File: src/rtl/codif_bin_dec_pkg.sv
// Shared definitions for the binary-to-BCD display converter.
package codif_bin_dec_pkg;

  // Default engine width; also the number of shift iterations per conversion.
  localparam int ANCHO_BIN_DEF = 16;
  // Internal BCD digits: four are displayed, the fifth flags values above 9999.
  localparam int N_DIG_DEF     = 5;
  // Largest value a BCD digit may take; used for saturation.
  localparam logic [3:0] BCD_MAX = 4'd9;

  typedef enum logic [1:0] {
    IDLE    = 2'd0,
    CARGA   = 2'd1,
    CONV    = 2'd2,
    PUBLICA = 2'd3
  } estado_t;

endpackage

File: src/rtl/codif_bin_dec_if.sv
// Counter-to-display bus: binary value in, four BCD digits and status out.
interface codif_bin_dec_if
  import codif_bin_dec_pkg::*;
#(
  parameter int ANCHO_BIN = ANCHO_BIN_DEF
);

  logic [ANCHO_BIN-1:0] numero;
  logic [3:0]           miles;
  logic [3:0]           centenas;
  logic [3:0]           decenas;
  logic [3:0]           unidades;
  logic                 listo;
  logic                 desbordado;

  // Producer of the count (pulse counter side).
  modport master (
    output numero,
    input  miles, centenas, decenas, unidades, listo, desbordado
  );

  // The converter itself.
  modport slave (
    input  numero,
    output miles, centenas, decenas, unidades, listo, desbordado
  );

endinterface

File: src/rtl/codif_bin_dec_ajuste_bcd.sv
// Double-dabble correction cell: a digit of 5 or more gets 3 added so that the
// following left shift carries correctly into the next decimal digit.
module ajuste_bcd (
  input  logic [3:0] d,
  output logic [3:0] q
);

  assign q = (d >= 4'd5) ? d + 4'd3 : d;

endmodule

File: src/rtl/codif_bin_dec.sv
// Sequential binary-to-BCD converter (shift-add-3) with saturation at 9999.
// A conversion is only started when the input differs from the last value
// converted, so a stable count produces no further activity.
module codif_bin_dec
  import codif_bin_dec_pkg::*;
#(
  parameter int ANCHO_BIN = ANCHO_BIN_DEF,
  parameter int N_DIG     = N_DIG_DEF
) (
  input  logic            clk,
  input  logic            rst_n,
  codif_bin_dec_if.slave  bus
);

  localparam int CNT_W = (ANCHO_BIN > 1) ? $clog2(ANCHO_BIN) : 1;
  localparam logic [CNT_W-1:0] ULTIMA_ITER = CNT_W'(ANCHO_BIN - 1);

  estado_t              estado, estado_sig;
  logic                 forzar;
  logic [ANCHO_BIN-1:0] ultimo;
  logic [ANCHO_BIN-1:0] bin_q;
  logic [4*N_DIG-1:0]   bcd_q;
  logic [4*N_DIG-1:0]   bcd_adj;
  logic [CNT_W-1:0]     iter;
  logic                 cargar, desplazar, publicar;
  logic                 exceso;

  logic [3:0] miles_q, centenas_q, decenas_q, unidades_q;
  logic       listo_q, desbordado_q;

  // One correction cell per BCD digit of the accumulator.
  for (genvar g = 0; g < N_DIG; g++) begin : g_ajuste
    ajuste_bcd u_ajuste (
      .d (bcd_q[4*g +: 4]),
      .q (bcd_adj[4*g +: 4])
    );
  end

  // Any nonzero digit above the four displayed ones means the value exceeds 9999.
  assign exceso = |bcd_q[4*N_DIG-1:16];

  // FSM state register.
  always_ff @(posedge clk) begin
    // NOTE: every clocked process uses non-blocking assignments so that all
    // registers sample their inputs from the same edge, independent of order.
    if (!rst_n) estado <= IDLE;
    else        estado <= estado_sig;
  end

  // Next-state and per-state control strobes.
  always_comb begin
    // NOTE: every signal gets a default before the case so no path leaves one
    // unassigned, which would otherwise infer a latch.
    estado_sig = estado;
    cargar     = 1'b0;
    desplazar  = 1'b0;
    publicar   = 1'b0;
    case (estado)
      IDLE:    if (forzar || (bus.numero != ultimo)) estado_sig = CARGA;
      CARGA: begin
        cargar     = 1'b1;
        estado_sig = CONV;
      end
      CONV: begin
        desplazar = 1'b1;
        if (iter == ULTIMA_ITER) estado_sig = PUBLICA;
      end
      PUBLICA: begin
        publicar   = 1'b1;
        estado_sig = IDLE;
      end
      default: estado_sig = IDLE;
    endcase
  end

  // Last-converted value and the post-reset one-shot conversion request.
  always_ff @(posedge clk) begin
    if (!rst_n) begin
      forzar <= 1'b1;
      ultimo <= '0;
    end else if (cargar) begin
      forzar <= 1'b0;
      ultimo <= bus.numero;
    end
  end

  // Conversion engine: load, then ANCHO_BIN adjust-and-shift steps.
  always_ff @(posedge clk) begin
    // NOTE: the engine registers carry no reset; CARGA always initialises them
    // before CONV reads them, and the outputs never expose them directly.
    if (cargar) begin
      bin_q <= bus.numero;
      bcd_q <= '0;
      iter  <= '0;
    end else if (desplazar) begin
      {bcd_q, bin_q} <= {bcd_adj, bin_q} << 1;
      iter           <= iter + 1'b1;
    end
  end

  // Published digits: updated only in PUBLICA, saturating above 9999.
  always_ff @(posedge clk) begin
    if (!rst_n) begin
      miles_q      <= '0;
      centenas_q   <= '0;
      decenas_q    <= '0;
      unidades_q   <= '0;
      listo_q      <= 1'b0;
      desbordado_q <= 1'b0;
    end else begin
      listo_q <= publicar;
      if (publicar) begin
        if (exceso) begin
          miles_q      <= BCD_MAX;
          centenas_q   <= BCD_MAX;
          decenas_q    <= BCD_MAX;
          unidades_q   <= BCD_MAX;
          desbordado_q <= 1'b1;
        end else begin
          miles_q      <= bcd_q[15:12];
          centenas_q   <= bcd_q[11:8];
          decenas_q    <= bcd_q[7:4];
          unidades_q   <= bcd_q[3:0];
          desbordado_q <= 1'b0;
        end
      end
    end
  end

  assign bus.miles      = miles_q;
  assign bus.centenas   = centenas_q;
  assign bus.decenas    = decenas_q;
  assign bus.unidades   = unidades_q;
  assign bus.listo      = listo_q;
  assign bus.desbordado = desbordado_q;

endmodule

File: src/flat_wrapper.sv
// flat-port wrapper written by rule: the top's interface ports become plain ports
module codif_bin_dec_flat import codif_bin_dec_pkg::*;
#(
  parameter int ANCHO_BIN = ANCHO_BIN_DEF,
  parameter int N_DIG     = N_DIG_DEF
)
  (clk, rst_n, bus_numero, bus_miles, bus_centenas, bus_decenas, bus_unidades, bus_listo, bus_desbordado);
  codif_bin_dec_if #(.ANCHO_BIN(ANCHO_BIN)) bus_i ();
  input  logic clk;
  input  logic rst_n;
  input wire logic [$bits(bus_i.numero)-1:0] bus_numero;
  output wire logic [$bits(bus_i.miles)-1:0] bus_miles;
  output wire logic [$bits(bus_i.centenas)-1:0] bus_centenas;
  output wire logic [$bits(bus_i.decenas)-1:0] bus_decenas;
  output wire logic [$bits(bus_i.unidades)-1:0] bus_unidades;
  output wire logic [$bits(bus_i.listo)-1:0] bus_listo;
  output wire logic [$bits(bus_i.desbordado)-1:0] bus_desbordado;
  assign bus_i.numero = bus_numero;
  assign bus_miles = bus_i.miles;
  assign bus_centenas = bus_i.centenas;
  assign bus_decenas = bus_i.decenas;
  assign bus_unidades = bus_i.unidades;
  assign bus_listo = bus_i.listo;
  assign bus_desbordado = bus_i.desbordado;
  codif_bin_dec #(.ANCHO_BIN(ANCHO_BIN), .N_DIG(N_DIG)) u_core (.clk(clk), .rst_n(rst_n), .bus(bus_i));
endmodule
File: config.mk
export PLATFORM = sky130hd
export DESIGN_NAME = codif_bin_dec_flat
export DESIGN_NICKNAME = d
export VERILOG_FILES = /design/src/rtl/codif_bin_dec_pkg.sv /design/src/rtl/codif_bin_dec_if.sv /design/src/rtl/codif_bin_dec_ajuste_bcd.sv /design/src/rtl/codif_bin_dec.sv /design/src/flat_wrapper.sv
export SDC_FILE = /design/constraint.sdc
export NUM_CORES = 1
export LEC_CHECK = 0
export CAP_MARGIN = 20
export CORE_MARGIN = 2
export CORE_UTILIZATION = 40
export DETAILED_ROUTE_END_ITERATION = 16
export SETUP_SLACK_MARGIN = 0.05
export SYNTH_ARGS = -nofsm -noshare
export SYNTH_HDL_FRONTEND = slang
export SYNTH_SLANG_ARGS = --single-unit
File: constraint.sdc
create_clock -name clk -period 1.8 [get_ports clk]
set_input_delay 0.27 -clock clk [delete_from_list [all_inputs] [get_ports clk]]
set_output_delay 0.27 -clock clk [all_outputs]
set_load 0.01 [all_outputs]
==> results of run 1 <==
-- final cells by class --
cell class | instances | area (um^2)
clock buffers | 12 | 178
flip-flops and latches | 77 | 1700
inverters | 33 | 124
repair buffers | 46 | 433
fillers | 841 | 4420
clock inverters | 4 | 25.0
well taps | 108 | 135
multi-input cells | 252 | 1660
-- layer usage --
layer  up-vias  GRT usage  part of all wire
met1      1177      0.194              0.51
li1       1352          -                 -
met3         9     0.0305             0.032
met5         -          0                 0
met2        49      0.237              0.44
met4         0     0.0558             0.015
-- power groups by stage --
stage	Clock (mW)	Sequential (mW)	Combinational [mW]
floorplan	0	2.62	1.37
global placement	0	2.63	2.01
detailed placement	0	2.64	2.05
CTS	1.35	2.60	2.05
global route	1.42	2.66	2.29
finish	1.31	2.59	2.02
-- metrics by stage --
| stage | setup slack (ns) | cell area (um^2) |
|---|---|---|
| CTS | 0.237 | 4260 |
| finish | 0.278 | 4260 |
| global route | 0.144 | 4260 |
| global placement | 0.0988 | 4060 |
| detailed placement | 0.0558 | 4060 |
| floorplan | 0.329 | 3570 |
-- cell usage in the layout (no fill, tap or decap), drive strengths merged, types with 5 or more instances in the layout --
cell           instances
clkdlybuf4s50         35
buf                   11
and2                   6
nand2b                19
ha                    17
nor2                  15
a21oi                 22
edfxtp                16
nand3                 12
xnor2                 26
o21ai                 30
nor2b                  9
dfxtp                 61
a21boi                15
nand2                 36
inv                   35
nand4                  5
mux2i                 10
clkbuf                12
-- cell families (layout without fill, tap and decap cells) --
family                     Yosys count  count (layout)  share of synthesized area
AOI/OAI and AO/OA                   87              87                      0.151
xor gates and xnor gates            28              28                     0.0686
adders and majority gates           17              17                     0.0595
buffers and inverters               52              95                     0.0592
DFF                                 77              77                      0.476
muxes                               10              10                     0.0280
and+or+nand+nor                    110             110                      0.158
-- cell usage after synthesis, drive strengths merged (2+ instances only) --
master	number
and2	6
edfxtp	16
nor2	15
a21oi	22
nor3	2
o211ai	4
xnor2	26
dfxtp	61
nand4	5
a21o	4
o21ai	30
nand2b	19
buf	10
clkbuf	9
mux2i	10
nand2	36
nand3	12
xor2	2
or2b	2
o221a	4
nor2b	9
a21boi	15
inv	33
ha	17
o22ai	4
-- registers in the layout, indices dropped and copies added (netlist names) --
name                   cells
u_core.bus.listo           1
u_core.bus.unidades        4
u_core.bin_q              16
u_core.forzar              1
u_core.bus.centenas        4
u_core.iter                4
u_core.estado              2
u_core.bus.decenas         4
u_core.bus.miles           4
u_core.bus.desbordado      1
u_core.ultimo             16
u_core.bcd_q              20
-- worst paths after layout --
check / startpoint / to / slack [ns] / cells after the start
worst max-delay path: u_core.estado[1] / u_core.bus.unidades[3] / 0.28 / 3
worst min-delay path: u_core.forzar / u_core.forzar / 0.48 / 2
worst max register to register: u_core.estado[1] / u_core.bus.unidades[3] / 0.28 / 3
worst min register to register: u_core.forzar / u_core.forzar / 0.48 / 2
-- critical path: stages, from the launching register on --
cell and delay, ns:
dfxtp_1 0.41, ha_1 0.24, nand4bb_1 0.38, o221a_2 0.38
==> summary.md, run 1 <==
| Metric | Value |
|---|---|
| Status | complete, no violations |
| Total gr overflow | 0 |
| Total number of yosys warnings | 0 |
| Worst slew pin tran | 0.426 ns |
| Pin count of the biggest net entering global routing | 32 |
| DRT antenna net count | 0 |
| DR vias/cell | 4.86 |
| Reg clk slew, reported paths | 0.08 ns |
| Antenna violations before repair | 0 |
| Worst Hold Class | flip-flop to flip-flop |
| Die Span X | 98.5 um |
| Switching share of power | 0.343 |
| Area growth syn-to-layout | 19.2% |
| Avg Cell Area, Syn | 9.38 um^2 |
| Clock tree buffer depth | 2 |
| Synth Flop Type | dfxtp_1 |
| Synth area leader | dfxtp_1 |
| Postcts setup bufs | 0 |
| Synth Cell Area | 3570 um^2 |
| Critical Path AT | 1.76 ns |
| Clock power frac | 0.221 |
| Final setup vio count | 0 |
| Routed length per instance | 12.6 um |
| CP Launch Type | flip-flop |
| Post-synth EDFFs | 16 |
| Syn nets | 416 |
| CP endpoint kind | flip-flop |
| Die area | 9710 um^2 |
| Post-CTS Hold Buffers | 0 |
| Ranking of synthesized cells by area | dfxtp_1, edfxtp_1, xnor2_1 |
| DP Wirelength | 4760 um |
| Share of the yosys chip area belonging to registers | 0.476 |
| Final non-filler cell total | about 530 |
| Syn Inst Count | about 380 |
| CTS root buffer | clkbuf_8 |
| Sink Count | between 70 and 80 |
| Core area | 8680 um^2 |
| Gr usage total | 0.147 |
| Top-area cell type share of the netlist area | 0.342 |
| Vias in the first global route | 2,538 |
| H-Tree Depth | 3 |
| TNS Setup | 0 ns |
| Hold Violations, Final | 0 |
| Vias | about 2,600 |
| Power share of the sequential group | 0.438 |
| PD cells | 1390 nW/um^2 |
| #FFs+latches synth | 77 |
| IO buf count | 35 |
| Router iterations before antenna repair | 4 |
| First-pass GRT wire length | 11,800 um |
| FMAX | 0.657 GHz |
| First DRT Iteration DRCs | ~110 |
| Max Fanout on Critical Path | 8 |
| Combinational power share | 0.341 |
| CTS tree | done |
| Critical path required time | approximately 2.0 ns |
| Maximum VDD drop | roughly 0.64 mV |
| Final Power | 5.92 mW |
| RSZ-0062 raised after global routing | no |
| Placed cells | between 500 and 600 |
| Rel. slew slack | 0.715 |
| Critical path type | flip-flop to flip-flop |
| Io pins | 36 |
| Drt drc | 0 |
| Leak pwr | 1.61 nW |
| Layout cells sized above 1 | 0.0825 |
| Min cycle time layout | 1.52 ns |
| Nets | 454 |
| Core Rows | 34 |
| Max-cap viol count | 0 |
| Clock Skews | 0.0117 ns |
| Distinct cell type count after synthesis | 38 |
| Final Max Slew Viols | 0 |
| Final period util | 0.846 |
| Fin util | 0.491 |
| Cell internal pwr | 3.89 mW |
| RePlAce Congestion | 0.776 |
| Hold_ws | about 0.48 ns |
| Clock buffer count from CTS | 9 |
| Ant. Diodes | 0 |
| Resize count post-CTS | 0 |
| Switch Pwr | 2.03 mW |
| Die Y-Extent | 98.5 um |
| Drt total wl | 6710 um |
| Asr flop ratio synth | 0 |
| Clk_lat worst skew | 0.35 ns |
| Initial Util | 0.412 |
No activity file was read; power rests on OpenSTA's default activity.
==> run 2: changes to the inputs <==
==> constraint.sdc (replaced) <==
create_clock -name clk -period 1.5 [get_ports clk]
set_input_delay 0.225 -clock clk [delete_from_list [all_inputs] [get_ports clk]]
set_output_delay 0.225 -clock clk [all_outputs]
set_load 0.01 [all_outputs]
==> run 2 against run 1 <==
  * Die area unchanged
  * Cell area up 3.0%
  * Via count up 2.3%
  * Highest routed layer unchanged
  * Largest power group unchanged
  * Register-to-register slack worse by 0.14 ns
==> summary.md, run 2 (same netlist as run 1, synthesis figures left out) <==
| Metric | Value |
|---|---|
| Hold Violations, Final | 0 |
| FMAX | 0.717 GHz |
| Flop2flop setup slack | 0.14 ns |
| Worst Hold End | u_core.forzar |
| Critical path type | flip-flop to output port |
| Hold Crit Depth | 2 |
| Most frequent cells in the layout | dfxtp_1, nand2_1, o21ai_0, xnor2_1, inv_1 |
| Leak pwr | between 1.5 and 2 nW |
| Reg clk slew, reported paths | approximately 0.07 ns |
| RSZ-0062 raised after global routing | yes |
| CTS root buffer | clkbuf_8 |
| Pin count of the biggest net entering global routing | 40 |
| Setup WS pre-CTS | -0.185 ns |
| Worst slew pin tran | 0.323 ns |
| Critical path required time | 1.27 ns |
| DP Wirelength | a little under 5000 um |
| Gr usage total | 0.149 |
| Crit-path cells | clkdlybuf4s50_1 |
| CTS tree | done |
| Vias in the first global route | 2,554 |
| Antenna violations before repair | 0 |
| DR vias/cell | roughly 4.9 |
| Worst Slack Setup Final | 0.105 ns |
| Clock buffer count from CTS | 9 |
| Commonest non-fill, non-tap cell in the layout | dfxtp_1 |
| CP max stage cell | clkdlybuf4s50_1 |
| Nets | about 460 |
| Initial Util | 0.412 |
| H-Tree Depth | 3 |
| Max Fanout on Critical Path | 1 |
| Final Power | about 7.2 mW |
| Clock Skews | 0.0104 ns |
| Drt total wl | between 6000 and 7000 um |
| Io pins | 36 |
| Cell count of the worst reg-to-reg path | 7 |
| Post-DP Area | between 4000 and 5000 um^2 |
| Critical R2R Launch | u_core.bcd_q[5] |
| First DRT Iteration DRCs | between 90 and 100 |
| Area growth syn-to-layout | 22.8% |
| Worst Path Buf+Inv | 1 |
| Layout cells sized above 1 | 0.158 |
| FF-to-FF End | u_core.bcd_q[5] |
| Final setup vio count | 0 |
| Worst Hold Class | flip-flop to flip-flop |
| Max stage delay on crit path | between 0.5 and 0.6 ns |
| Placed cells | 520 |
| First-pass GRT wire length | 11,700 um |
| CP Launch Type | flip-flop |
| Die Y-Extent | 98.5 um |
| Max reg flops | 20 |
| Drt drc | 0 |
| Clk_lat worst skew | 0.35 ns |
| Rel. slew slack | 0.784 |
| Min cycle time layout | around 1.4 ns |
| Die Span X | 98.5 um |
| Routed length per instance | 12.8 um |
| Maximum VDD drop | 0.688 mV |
| Status | complete, no violations |
| Final period util | 0.930 |
| Router iterations before antenna repair | 4 |
| Max-cap viol count | 0 |
| Fin util | 0.506 |
| Final Max Slew Viols | 0 |
| Sink Count | 77 |
| Most flops, register | u_core.bcd_q |
| PD cells | 1650 nW/um^2 |
| Critical Path AT | 1.17 ns |
| Die area | 9710 um^2 |
| Vias | 2,646 |
| Total gr overflow | 0 |
| Crit path max-delay family | buffers and inverters |
| Final instance area | between 4000 and 5000 um^2 |
| Ant. Diodes | 0 |
| Core Rows | 34 |
| Hold Path Origin | u_core.forzar |
| Hold_ws | 0.478 ns |
| IO buf count | 35 |
| Final non-filler cell total | between 500 and 600 |
| TNS Setup | 0 ns |
| Largest regs | u_core.bcd_q x20, u_core.bin_q x16, u_core.ultimo x16 |
| CP endpoint kind | output port |
| Clock tree buffer depth | 2 |
| Post-CTS Hold Buffers | 0 |
| RePlAce Congestion | around 0.75 |
| DRT antenna net count | 0 |
| Core area | about 8700 um^2 |
run 2: routing by layer:
| metal | share of wire | GRT usage | vias up |
|---|---|---|---|
| met1 | 0.49 | 0.192 | 1224 |
| met2 | 0.45 | 0.242 | 47 |
| met5 | 0 | 0 | - |
| met3 | 0.039 | 0.0340 | 9 |
| met4 | 0.016 | 0.0653 | 0 |
| li1 | - | - | 1366 |
run 2: how the worst max path moves through the flow:
stage	start	depth (start not counted)	end
2_1_floorplan	u_core.estado[1]	6	u_core.estado[1]
3_3_place_gp	bus_numero[3]	6	u_core.estado[0]
3_5_place_dp	bus_numero[6]	6	u_core.estado[0]
4_1_cts	u_core.estado[0]	7	u_core.estado[0]
5_1_grt	u_core.ultimo[6]	5	u_core.estado[0]
6_report	u_core.bus.listo	1	bus_listo
run 2: power by group:
group          total, mW  internal (mW)  switching [mW]
registers           3.13           2.85           0.275
logic               2.50           1.07            1.43
clock network       1.62          0.872           0.744
total               7.24           4.80            2.44
run 2: layout make-up:
class / instances / area, um^2
clock buffers: 13 / 160
multi-input cells: 252 / 1720
fillers: 868 / 4290
inverters: 33 / 126
clock inverters: 3 / 41.3
well taps: 108 / 135
repair buffers: 53 / 488
flip-flops and latches: 77 / 1710
run 2: repair_timing:
| action | in CTS | in global routing |
|---|---|---|
| resized for setup | 14 | 35 |
| setup buffers | 0 | 3 |
| pin swaps | 0 | 5 |
| endpoints found under the setup margin | 15 | 24 |
==> run 3: changes to the inputs <==
--- a/config.mk
+++ b/config.mk
@@ -7,9 +7,12 @@
 export LEC_CHECK = 0
 export CAP_MARGIN = 20
 export CORE_MARGIN = 2
-export CORE_UTILIZATION = 40
+export CORE_UTILIZATION = 56
+export CTS_CLUSTER_SIZE = 14
 export DETAILED_ROUTE_END_ITERATION = 16
+export PLACE_DENSITY = 0.79
 export SETUP_SLACK_MARGIN = 0.05
 export SYNTH_ARGS = -nofsm -noshare
 export SYNTH_HDL_FRONTEND = slang
 export SYNTH_SLANG_ARGS = --single-unit
+export TNS_END_PERCENT = 100
==> run 3 against run 2 <==
  * Sequential share of layout area is 0.48 points lower
  * Cell count is 5.8% lower
  * Register-to-register slack worse by 0.03 ns
  * Combinational power is 6% higher
  * Die area is 28% lower
  * Utilization is 20 points higher
  * Sequential cell count stayed put
  * Routed wire length is 2.3% higher
  * Clock skew hardly changed
  * Power is 4.3% higher
  * Cell area is 0.94% higher
  * Non-clock buffer count stayed put
==> summary.md, run 3 (same netlist as run 1, synthesis figures left out) <==
| Metric | Value |
|---|---|
| Worst Path Buf+Inv | 1 |
| Maximum VDD drop | 1.05 mV |
| Pin count of the biggest net entering global routing | between 50 and 60 |
| Leak pwr | 1.89 nW |
| Io pins | 36 |
| Final Max Slew Viols | 0 |
| Most flops, register | u_core.bcd_q |
| Area growth syn-to-layout | 23.9% |
| Max stage delay on crit path | 0.37 ns |
| CP endpoint kind | flip-flop |
| Rel. slew slack | 0.821 |
| Die area | just over 7000 um^2 |
| Gr usage total | 0.210 |
| Commonest non-fill, non-tap cell in the layout | dfxtp_1 |
| Antenna violations before repair | 0 |
| Critical path type | flip-flop to flip-flop |
| First DRT Iteration DRCs | 107 |
| Most frequent cells in the layout | dfxtp_1, nand2_1, o21ai_0, xnor2_1, inv_1 |
| CP Launch Type | flip-flop |
| Post-DP Area | about 4000 um^2 |
| Critical Path AT | 1.63 ns |
| DRT antenna net count | 0 |
| Core area | 6280 um^2 |
| First-pass GRT wire length | around 12,000 um |
| Drt drc | 0 |
| Clock tree buffer depth | 2 |
| Vias | 2,718 |
| Final instance area | 4430 um^2 |
| DP Wirelength | around 4700 um |
| Max Fanout on Critical Path | 4 |
| Post-CTS Hold Buffers | 0 |
| Worst Hold Class | input pin to flip-flop |
| Clock power frac | 0.232 |
| Clock Skews | 0.0108 ns |
| Reg clk slew, reported paths | 0.09 ns |
| Min cycle time layout | 1.39 ns |
| Ant. Diodes | 0 |
| Switch Pwr | around 2.6 mW |
| Layout cells sized above 1 | 0.158 |
| Crit path max-delay family | flip-flops |
| Hold_ws | 0.483 ns |
| Clk_lat worst skew | 0.36 ns |
| Initial Util | 0.569 |
| CP max stage cell | dfxtp_1 |
| Worst slew pin tran | roughly 0.27 ns |
| Core Rows | 29 |
| Final setup vio count | 0 |
| Status | complete, no violations |
| IO buf count | 35 |
| Max reg flops | 20 |
| Critical path required time | 1.74 ns |
| Max-cap viol count | 0 |
| Largest regs | u_core.bcd_q x20, u_core.bin_q x16, u_core.ultimo x16 |
| Total gr overflow | 0 |
| H-Tree Depth | 3 |
| Routed length per instance | 13.9 um |
| Cell internal pwr | 4.98 mW |
| Die Y-Extent | 83.9 um |
| Sink Count | 77 |
| RSZ-0062 raised after global routing | yes |
| Drt total wl | 7050 um |
| PD cells | 1700 nW/um^2 |
| DR vias/cell | 5.35 |
| Router iterations before antenna repair | 4 |
| Hold Violations, Final | 0 |
| Switching share of power | 0.340 |
| CTS root buffer | clkbuf_8 |
| Vias in the first global route | 2,599 |
| FMAX | 0.721 GHz |
| Die Span X | 83.9 um |
| Final period util | 0.925 |
| Power share of the sequential group | 0.416 |
| RePlAce Congestion | 0.852 |
| Crit-path cells | inv_2 > ha_4 > nand2b_4 > a21o_1 > xnor2_1 > mux2i_1 > nor2_1 |
| CTS tree | done |
| Nets | 461 |
| Clock buffer count from CTS | 9 |
| Combinational power share | 0.351 |
-- run 3: changes by cell type in the layout (fill, tap and decap cells not counted), sizes merged --
cell,change
clkinvlp,+2
clkbuf,-1
clkinv,-1
clkdlybuf4s50,-1
dlymetal6s2s,+8
dlygate4sd2,-7
-- run 3: what timing repair did --
| action | 4_1_cts | 5_1_grt |
|---|---|---|
| setup endpoints to repair | 7 | 35 |
| setup buffers | 0 | 4 |
| pin swaps | 0 | 9 |
| resized for setup | 7 | 43 |
-- run 3: final cells by class --
| class | instances | area [um^2] |
|---|---|---|
| Multi-Input combinational cell | 252 | 1760 |
| Clock inverter | 4 | 51.3 |
| Fill cell | 469 | 1850 |
| Clock buffer | 12 | 178 |
| Timing Repair Buffer | 53 | 517 |
| Sequential cell | 77 | 1710 |
| Inverter | 33 | 124 |
| Tap cell | 77 | 96.3 |
-- run 3: per-layer routing --
metal  track usage  vias to the layer above  part of all wire
met5             0                        -                 0
met4        0.0968                        0             0.020
met3        0.0406                       15             0.039
met2         0.337                       56              0.49
met1         0.274                     1273              0.45
li1              -                     1374                 -
-- run 3: path summary, 6_finish.rpt --
check | slack [ns] | cells after the start | startpoint | to
worst max-delay path | 0.11 | 7 | u_core.bcd_q[0] | u_core.bcd_q[1]
worst min register to register | 0.49 | 2 | u_core.forzar | u_core.forzar
worst max register to register | 0.11 | 7 | u_core.bcd_q[0] | u_core.bcd_q[1]
worst min-delay path | 0.48 | 3 | bus_numero[6] | u_core.ultimo[6]
-- run 3: worst min-delay path: stages --
cell and delay [ns]:
clkdlybuf4s50_1 0.43, nand2_1 0.09, a21boi_1 0.05
-- run 3: through the flow --
stage | utilization | cells | total power [mW] | TNS (ns) | worst slack (ns)
floorplan | - | 381 | 4.80 | 0 | 0.0519
global placement | 0.646 | 488 | 5.58 | -0.267 | -0.139
detailed placement | 0.646 | 488 | 5.68 | -0.371 | -0.203
CTS | 0.681 | 504 | 7.42 | 0 | 0.0501
global route | 0.706 | 508 | 8.05 | 0 | 0.000856
finish | 0.706 | 508 | 7.55 | 0 | 0.112
-- run 3: power by group through the flow --
stage                     combinational [mW]  clock [mW]  sequential [mW]
after floorplan                         1.65           0             3.15
after global placement                  2.43           0             3.15
after detailed placement                2.51           0             3.18
after CTS                               2.51        1.78             3.13
after global routing                    2.98        1.86             3.21
final                                   2.65        1.76             3.15
